## src/rtl/fetch_unit.sv

```systemverilog
// -----------------------------------------------------------------------------
// fetch_unit
//
// Instruction fetch stage. Owns the program counter, issues one word request
// at a time to instruction memory, buffers returned words in a 2-entry queue
// and hands them to decode as {pc_o, instruction_o} with a one-cycle en_o
// strobe. A redirect from execute flushes the queue and any in-flight fetch.
//
// Optional feature: define FETCH_PERF_CNT_EN to build the delivered-instruction
// and bubble counters; otherwise both count outputs are tied to 0.
//
// Ports:
//   clk            in   1  clock, rising edge
//   reset          in   1  asynchronous, active-high reset
//   stall_i        in   1  decode cannot accept an instruction this cycle
//   redirect_i     in   1  taken branch / jump from execute
//   redirect_pc_i  in  32  redirect target, bits [1:0] ignored
//   imem_req_o     out  1  single-cycle request pulse
//   imem_addr_o    out 32  word-aligned request address
//   imem_rvalid_i  in   1  response strobe for the outstanding request
//   imem_rdata_i   in  32  returned instruction word
//   en_o           out  1  instruction presented and consumed this cycle
//   instruction_o  out 32  head instruction, NOP_INSTR when en_o is 0
//   pc_o           out 32  PC of head instruction, 0 when en_o is 0
//   fetch_count_o  out 32  instructions delivered
//   bubble_count_o out 32  unstalled cycles with nothing delivered
// -----------------------------------------------------------------------------
module fetch_unit #(
  parameter logic [31:0] RESET_PC  = 32'h0000_0000,
  parameter logic [31:0] NOP_INSTR = 32'h0000_0013
) (
  input  logic        clk,
  input  logic        reset,
  input  logic        stall_i,
  input  logic        redirect_i,
  input  logic [31:0] redirect_pc_i,
  output logic        imem_req_o,
  output logic [31:0] imem_addr_o,
  input  logic        imem_rvalid_i,
  input  logic [31:0] imem_rdata_i,
  output logic        en_o,
  output logic [31:0] instruction_o,
  output logic [31:0] pc_o,
  output logic [31:0] fetch_count_o,
  output logic [31:0] bubble_count_o
);

  // Encoding is {outstanding, drop}.
  typedef enum logic [1:0] {
    IDLE  = 2'b00,
    WAIT  = 2'b10,
    DRAIN = 2'b11
  } state_t;

  state_t      state;
  logic [31:0] fetch_pc;
  logic [31:0] req_pc;      // PC of the request currently in flight
  logic [1:0]  count;
  logic        head;
  logic [31:0] q_pc    [2];
  logic [31:0] q_instr [2];

  logic        outstanding;
  logic        drop;
  logic        resp;
  logic        pop;
  logic        push;
  logic        req;
  logic        tail;
  logic [2:0]  occupancy;
  logic        unused_bits;

  assign outstanding = (state != IDLE);
  assign drop        = (state == DRAIN);

  // A strobe with nothing in flight (e.g. a response to a request that was
  // cut off by reset) is not a response at all.
  assign resp = imem_rvalid_i & outstanding;

  assign pop  = (count != 2'd0) & ~stall_i & ~redirect_i;
  assign push = resp & ~drop & ~redirect_i;

  // Slots committed after this cycle: queued words, minus the one leaving,
  // plus the word still in flight or the one arriving now.
  assign occupancy = {1'b0, count} - {2'b00, pop}
                   + {2'b00, outstanding & ~resp} + {2'b00, resp};

  // Combinational so that a response can be followed by a back-to-back
  // request in the same cycle; a new request also needs the current one
  // retired so that at most one is ever in flight.
  assign req = ~reset & ~redirect_i & ~drop & (~outstanding | resp)
             & (occupancy < 3'd2);

  assign imem_req_o  = req;
  assign imem_addr_o = fetch_pc;

  // Queue holds at most 2, so the tail is head + count modulo 2.
  assign tail = head ^ count[0];

  assign unused_bits = ^redirect_pc_i[1:0];

  always_ff @(posedge clk or posedge reset) begin
    // NOTE: sequential state uses non-blocking assignments so every register
    // samples pre-edge values, independent of statement order.
    if (reset) begin
      state    <= IDLE;
      fetch_pc <= RESET_PC;
      req_pc   <= RESET_PC;
      count    <= 2'd0;
      head     <= 1'b0;
    end else if (redirect_i) begin
      fetch_pc <= {redirect_pc_i[31:2], 2'b00};
      count    <= 2'd0;
      head     <= 1'b0;
      // The in-flight response, if it is not arriving now, must be discarded.
      state    <= (outstanding & ~resp) ? DRAIN : IDLE;
    end else begin
      if (req) begin
        fetch_pc <= fetch_pc + 32'd4;
        req_pc   <= fetch_pc;
      end
      count <= count + {1'b0, push} - {1'b0, pop};
      head  <= head ^ pop;
      case (state)
        IDLE:    if (req) state <= WAIT;
        WAIT:    if (resp && !req) state <= IDLE;
        DRAIN:   if (resp) state <= IDLE;
        default: state <= IDLE;
      endcase
    end
  end

  // NOTE: queue storage has no reset; count gates every read, so the data
  // contents are don't-care until written.
  always_ff @(posedge clk) begin
    if (push) begin
      q_pc[tail]    <= req_pc;
      q_instr[tail] <= imem_rdata_i;
    end
  end

  always_comb begin
    // NOTE: defaults first so every path assigns every output and no latch
    // is inferred.
    en_o          = 1'b0;
    instruction_o = NOP_INSTR;
    pc_o          = 32'd0;
    if (pop) begin
      en_o          = 1'b1;
      instruction_o = q_instr[head];
      pc_o          = q_pc[head];
    end
  end

`ifdef FETCH_PERF_CNT_EN
  logic [31:0] fetch_cnt;
  logic [31:0] bubble_cnt;

  always_ff @(posedge clk or posedge reset) begin
    if (reset) begin
      fetch_cnt  <= 32'd0;
      bubble_cnt <= 32'd0;
    end else begin
      if (en_o)              fetch_cnt  <= fetch_cnt + 32'd1;
      if (!en_o && !stall_i) bubble_cnt <= bubble_cnt + 32'd1;
    end
  end

  assign fetch_count_o  = fetch_cnt;
  assign bubble_count_o = bubble_cnt;
`else
  assign fetch_count_o  = 32'd0;
  assign bubble_count_o = 32'd0;
`endif

endmodule

```

## config.mk

```make
export PLATFORM = sky130hd
export DESIGN_NAME = fetch_unit
export DESIGN_NICKNAME = d
export VERILOG_FILES = /design/src/rtl/fetch_unit.sv
export SDC_FILE = /design/constraint.sdc
export NUM_CORES = 1
export LEC_CHECK = 0
export BUFFER_PORTS_ARGS = -buffer_cell sky130_fd_sc_hd__buf_2
export CAP_MARGIN = 30
export CORE_ASPECT_RATIO = 1.25
export CORE_MARGIN = 5
export CORE_UTILIZATION = 36
export CTS_BUF_LIST = sky130_fd_sc_hd__clkbuf_8 sky130_fd_sc_hd__clkbuf_16
export DETAILED_ROUTE_END_ITERATION = 10
export HOLD_SLACK_MARGIN = 0.02
export PLACE_DENSITY = 0.66
export SETUP_SLACK_MARGIN = 0.05
export SLEW_MARGIN = 20
export SYNTH_ARGS = -nofsm -noshare
export SYNTH_HDL_FRONTEND = slang
export SYNTH_SLANG_ARGS = --single-unit
```

## constraint.sdc

```tcl
create_clock -name clk -period 4.2 [get_ports clk]
set_clock_uncertainty 0.2 [all_clocks]
set_input_delay 0.84 -clock clk [delete_from_list [all_inputs] [get_ports clk]]
set_output_delay 0.84 -clock clk [all_outputs]
set_load 0.02 [all_outputs]
```

==> impl_metrics.yaml, run 1 <==
global_routing:
  antenna_found_initial: 0
  grt.total_usage_pct: 14.4
  grt_pass1_wl_um: 30400
  grt.overflow.total: 0
  grt_max_degree: 66
  grt_pass1_vias: 5442
worst_setup_path:
  cp_slowest_cell: "fa_1"
  worstReg2RegEnd: "imem_addr_o[14]"
  critPathArrivalTime_ns: 2.94
  cp_max_fo: 2
  crit_required_ns: 3.16
  crit_path_end_kind: "primary output"
  path_cells: "buf_2, nor2_4, o21ai_4, inv_2, ha_1, inv_1, ha_1, a21o_1, fa_1, nor3_1, nand4_1, inv_1, buf_2"
  rrSetupSlack_ns: 0.62
  reg2regPathDepth: 15
  crit_path_start_kind: "primary input"
  max_stage_delay_ns: 0.44
  r2r-start: "count[0]"
  worstSetupPathType: "in -> out"
floorplan:
  pin_count: 231
  coreArea_um2: 23100
  fp-row-count: 62
  die_area_um2: 26700
  die_w_um: 147
  start_util_pct: 36.7
  die_h_um: 182
timing:
  fmax_ghz: 0.251
  hold_viol_final: 0
  maxSlewHeadroom_pct: 46.6
  slew_viol_final: 0
  worst_pin_slew_ns: 0.800
  timing.final.crit_share_pct: 94.8
  finalSetupViolCount: 0
  layout_min_cycle_time_ns: 3.98
  rsz0062_at_grt: "false"
  tns_ns: 0
hold_path:
  min-delay-start: "req_pc[30]"
  worstHoldPathType: "reg -> reg"
  hold_end: "q_pc[0][30]"
  holdPathStages: 0
drt:
  drt_first_iter_violations: 271
  vias: 5580
  drc: 0
  via_per_inst: 4.77
  ant_nets: 0
  wl_um: 19200
  wl_per_cell_um: 16.4
  first_pass_iters: 5
cts:
  clkTransAtPathRegs_ns: 0.07
  clkLatencyLatePin_ns: 0.42
  clock_path_buffers: 2
  cts_sinks: 189
  cts_buffers: 17
  hold_buffers: 0
  htreeDepth: 4
  cts_tree: "built"
  root_buffer: "clkbuf_16"
power_and_ir_drop:
  p_leak_nw: 4.24
  power_density_nw_per_um2: 491
  power.total_mw: 4.94
  ir_drop_mv: 0.274
logic_synthesis:
  synth_edf_count: 124
  synthTopCellsByArea: "edfxtp_1 44%, dfrtp_1 19%, mux2i_1 7.7%"
  avgSynthCellArea_um2: 11.9
  ys.flop_type: "edfxtp_1"
  syn_area_um2: 8480
  async_reset_ff_share_pct: 34.4
  yosys_warnings: 0
  ys_types: 49
  ys_seq_area_share_pct: 63.1
  yosysTopAreaCell: "edfxtp_1"
  synth-seq-cells: 189
  postSynthCellCount: 710
  synth_top_area_share_pct: 43.9
job:
  cap_violations: 0
placed_design:
  hpwlAfterDp_um: 13000
  gp_congestion: 0.788
  io_buffers: 160
final_layout:
  fin_nets: 945
  antennaDiodeCount: 0
  area_growth_pct: 18.7
  drive_gt1_share_pct: 24.8
status:
  outcome: "finished, final reports clean"
## cells by family (layout without fill, tap and decap cells)
| logic type | Yosys count | in the layout | share of synthesized area (%) |
|---|---|---|---|
| and+or+nand+nor | 257 | 257 | 13.8 |
| DFF | 189 | 189 | 63.1 |
| buffers and inverters | 113 | 219 | 8.12 |
| AOI/OAI and AO/OA | 72 | 72 | 5.55 |
| muxes | 66 | 66 | 7.81 |
| adders and majority gates | 6 | 6 | 0.974 |
| xor gates and xnor gates | 6 | 6 | 0.620 |
| other | 1 | 68 | 0.0442 |
## per-stage QoR
stage	area, um2	setup WS [ns]	cells	util, %	hold slack, ns
2_1_floorplan	8760	0.0850	777	-	0.242
3_3_place_gp	9430	0.0805	1138	40.8	0.249
3_5_place_dp	9430	0.0248	1138	40.8	0.253
4_1_cts	10100	0.0776	1170	43.5	0.270
5_1_grt	10100	0.0828	1171	43.5	0.275
6_report	10100	0.217	1171	43.5	0.270
## how the worst max path moves through the flow
stage | from | to | slack [ns] | cells past startpoint
6_report | redirect_i | imem_req_o | 0.22 | 13
5_1_grt | count[0] | imem_req_o | 0.08 | 11
4_1_cts | redirect_i | imem_req_o | 0.08 | 13
3_5_place_dp | redirect_i | imem_addr_o[28] | 0.02 | 17
3_3_place_gp | redirect_i | imem_addr_o[14] | 0.08 | 17
2_1_floorplan | redirect_i | imem_req_o | 0.08 | 14
## layout by cell type (no fill, tap or decap), drive strengths merged, types with 7 or more instances in the layout
master  instances
nor3            8
o211ai          7
o21ai          30
nand2         119
buf           174
nor2           77
conb           68
mux2i          65
inv            19
dfrtp          65
edfxtp        124
a21oi           8
clkbuf         20
nand3          13
nand4          15
## synthesized netlist by cell type (8+ instances only)
cell type / count
nand4_1: 11
a21oi_1: 8
nor3_1: 8
nand2_1: 118
buf_4: 68
o21ai_0: 28
nand3_1: 13
dfrtp_1: 65
inv_1: 13
clkbuf_1: 18
mux2i_1: 65
nor2_1: 77
edfxtp_1: 124
## routing by layer
layer  vias up  track usage [%]  share of wire (%)
met5         -                0                  0
met4         0             4.92                1.6
met3        18             3.27                5.7
met2       189             24.4                 51
met1      2673             18.1                 42
li1       2700                -                  -
## worst max-delay path: cells and delay by family
kind                       cells  cell delay, ns
and+or+nand+nor                3            0.43
buffers and inverters          5            0.53
adders and majority gates      3            0.88
AOI/OAI and AO/OA              2            0.25
## report_power, final
part	switching (mW)	internal (mW)
Sequential	0.233	2.30
Clock	0.688	0.967
Combinational	0.478	0.275
## flip-flops by register name, summed over array words and instances (netlist names)
| name | count |
|---|---|
| head | 1 |
| imem_addr_o | 30 |
| q_instr | 64 |
| q_pc | 60 |
| state | 2 |
| req_pc | 30 |
| count | 2 |
## repair_timing
item                       CTS  global route
resized for setup            1             1
pin swaps                    1             1
setup endpoints to repair    1             1
setup buffers                0             1
## layout make-up
type                    instances  area (um2)
clock buffers                  20         489
well taps                     288         360
multi-input cells             475        2730
clock inverters                12         130
inverters                      13        48.8
flip-flops and latches        189        5350
repair buffers                174         956
fillers                      2180       13100
Note: power is estimated with default switching activity, not from simulation.
==> run 2: changes to the inputs <==
--- a/config.mk
+++ b/config.mk
@@ -5,15 +5,15 @@
 export SDC_FILE = /design/constraint.sdc
 export NUM_CORES = 1
 export LEC_CHECK = 0
-export BUFFER_PORTS_ARGS = -buffer_cell sky130_fd_sc_hd__buf_2
 export CAP_MARGIN = 30
 export CORE_ASPECT_RATIO = 1.25
 export CORE_MARGIN = 5
 export CORE_UTILIZATION = 36
 export CTS_BUF_LIST = sky130_fd_sc_hd__clkbuf_8 sky130_fd_sc_hd__clkbuf_16
 export DETAILED_ROUTE_END_ITERATION = 10
+export DONT_BUFFER_PORTS = 1
 export HOLD_SLACK_MARGIN = 0.02
-export PLACE_DENSITY = 0.66
+export PLACE_DENSITY = 0.57
 export SETUP_SLACK_MARGIN = 0.05
 export SLEW_MARGIN = 20
 export SYNTH_ARGS = -nofsm -noshare
==> impl_metrics.yaml, run 2 (synthesis gave the netlist of run 1 again) <==
worst_setup_path:
  worstSetupPathType: "reg -> out"
  cp_max_fo: 11
  path_cells: "o21ai_4, inv_2, ha_1, inv_1, ha_1, a21o_1, fa_1, nor3_1, nand4_1, inv_2"
  critPathArrivalTime_ns: 2.87
  crit_path_end_kind: "primary output"
  crit_required_ns: 3.16
  crit_path_start_kind: "flop"
  cp_slowest_cell: "dfrtp_1"
  max_stage_delay_ns: 0.45
cts:
  cts_sinks: 189
  cts_buffers: 17
  clkTransAtPathRegs_ns: 0.08
  hold_buffers: 0
  cts_tree: "built"
  clkLatencyLatePin_ns: 0.43
  htreeDepth: 4
  clock_path_buffers: 2
  root_buffer: "clkbuf_16"
  ctsResizeCount: 0
  post_cts_buffers: 0
drt:
  ant_nets: 0
  via_per_inst: 4.93
  first_pass_iters: 5
  wl_per_cell_um: 18.8
  drc: 0
  vias: 4993
  drt_first_iter_violations: 273
  wl_um: 19000
power_and_ir_drop:
  ir_drop_mv: 0.283
  p_leak_nw: 3.47
  power.total_mw: 4.77
  power_density_nw_per_um2: 519
global_routing:
  grt_pass1_vias: 4926
  antenna_found_initial: 0
  grt_pass1_wl_um: 29600
  grt_max_degree: 63
  grt.overflow.total: 0
  grt.total_usage_pct: 14.2
timing:
  maxSlewHeadroom_pct: 39.9
  finalSetupViolCount: 0
  layout_min_cycle_time_ns: 3.91
  tns_ns: 0
  timing.final.crit_share_pct: 93.0
  fmax_ghz: 0.256
  worst_pin_slew_ns: 0.902
  slew_viol_final: 0
  hold_viol_final: 0
  rsz0062_at_grt: "false"
floorplan:
  die_h_um: 182
  die_w_um: 147
  start_util_pct: 36.7
  pin_count: 231
  die_area_um2: 26700
  coreArea_um2: 23100
  fp-row-count: 62
placed_design:
  gp_congestion: 0.775
  io_buffers: 0
  hpwlAfterDp_um: 13000
final_layout:
  nFillCells: 2260
  layout_commonest_cell: "edfxtp_1"
  fin_nets: 786
  largestRegisters: "q_instr: 64 flops, q_pc: 60 flops"
  area_growth_pct: 8.44
  largest_register_ffs: 64
  mostFrequentLayoutCells: "124 x edfxtp_1, 118 x nand2_1, 76 x nor2_1"
  top_register: "q_instr"
  drive_gt1_share_pct: 8.56
  antennaDiodeCount: 0
job:
  cap_violations: 0
status:
  outcome: "finished, final reports clean"
hold_path:
  worstHoldPathType: "in -> async"
-- run 2: cell count changes in the layout (fill, tap and decap cells not counted), sizes merged --
| cell | previous run | this run |
|---|---|---|
| inv | 19 | 23 |
| bufinv | 2 | 0 |
| buf | 174 | 15 |
| clkbuf | 20 | 18 |
-- run 2: worst paths after layout --
kind / startpoint / end / slack, ns / cells after the start
max: count[0] / imem_req_o / 0.29 / 10
min: reset / imem_addr_o[3] / 0.09 / 1
max reg2reg: count[0] / imem_addr_o[7] / 0.61 / 14
min reg2reg: req_pc[9] / q_pc[0][9] / 0.27 / 0
max in group asynchronous: reset / imem_addr_o[21] / 3.08 / 2
min in group clk: imem_rvalid_i / state[0] / 0.26 / 1
-- run 2: layout make-up --
cell class / instances / area (um2) / area share [%]
Clock inverter: 14 / 149 / 1.62
Multi-Input combinational cell: 475 / 2720 / 29.6
Sequential cell: 189 / 5350 / 58.2
Tap cell: 288 / 360 / 3.92
Inverter: 13 / 48.8 / 0.531
Timing Repair Buffer: 15 / 125 / 1.36
Clock buffer: 18 / 439 / 4.78
-- run 2: critical path: cells and delay by family, from the launching register on --
kind                       cells  cell delay [ns]
AOI/OAI and AO/OA              2             0.37
adders and majority gates      3             0.95
buffers and inverters          3             0.36
DFF                            1             0.45
and+or+nand+nor                2             0.31
-- run 2: metrics by stage --
| stage | hold slack (ns) | std cells | setup slack, ns | instance area, um2 | util (%) |
|---|---|---|---|---|---|
| 2_1_floorplan | 0.242 | 777 | 0.0850 | 8760 | - |
| 3_3_place_gp | 0.250 | 979 | 0.195 | 8590 | 37.1 |
| 3_5_place_dp | 0.251 | 980 | 0.152 | 8610 | 37.2 |
| 4_1_cts | 0.0890 | 1012 | 0.246 | 9200 | 39.8 |
| 5_1_grt | 0.111 | 1012 | 0.159 | 9200 | 39.8 |
| 6_report | 0.0949 | 1012 | 0.294 | 9200 | 39.8 |
-- run 2: power breakdown --
part	total (mW)	internal, mW	switching (mW)	leakage, nW
registers	2.61	2.30	0.316	1.93
clock network	1.59	0.813	0.772	0.287
logic	0.573	0.203	0.370	1.25
total	4.77	3.32	1.46	3.47
-- run 2: layer usage --
layer	share of wire (%)	global-route usage, %	vias to the layer above
met2	49	23.3	167
met4	1.1	4.21	0
met1	41	17.7	2428
li1	-	-	2383
met3	8.5	5.01	15
met5	0	0	-
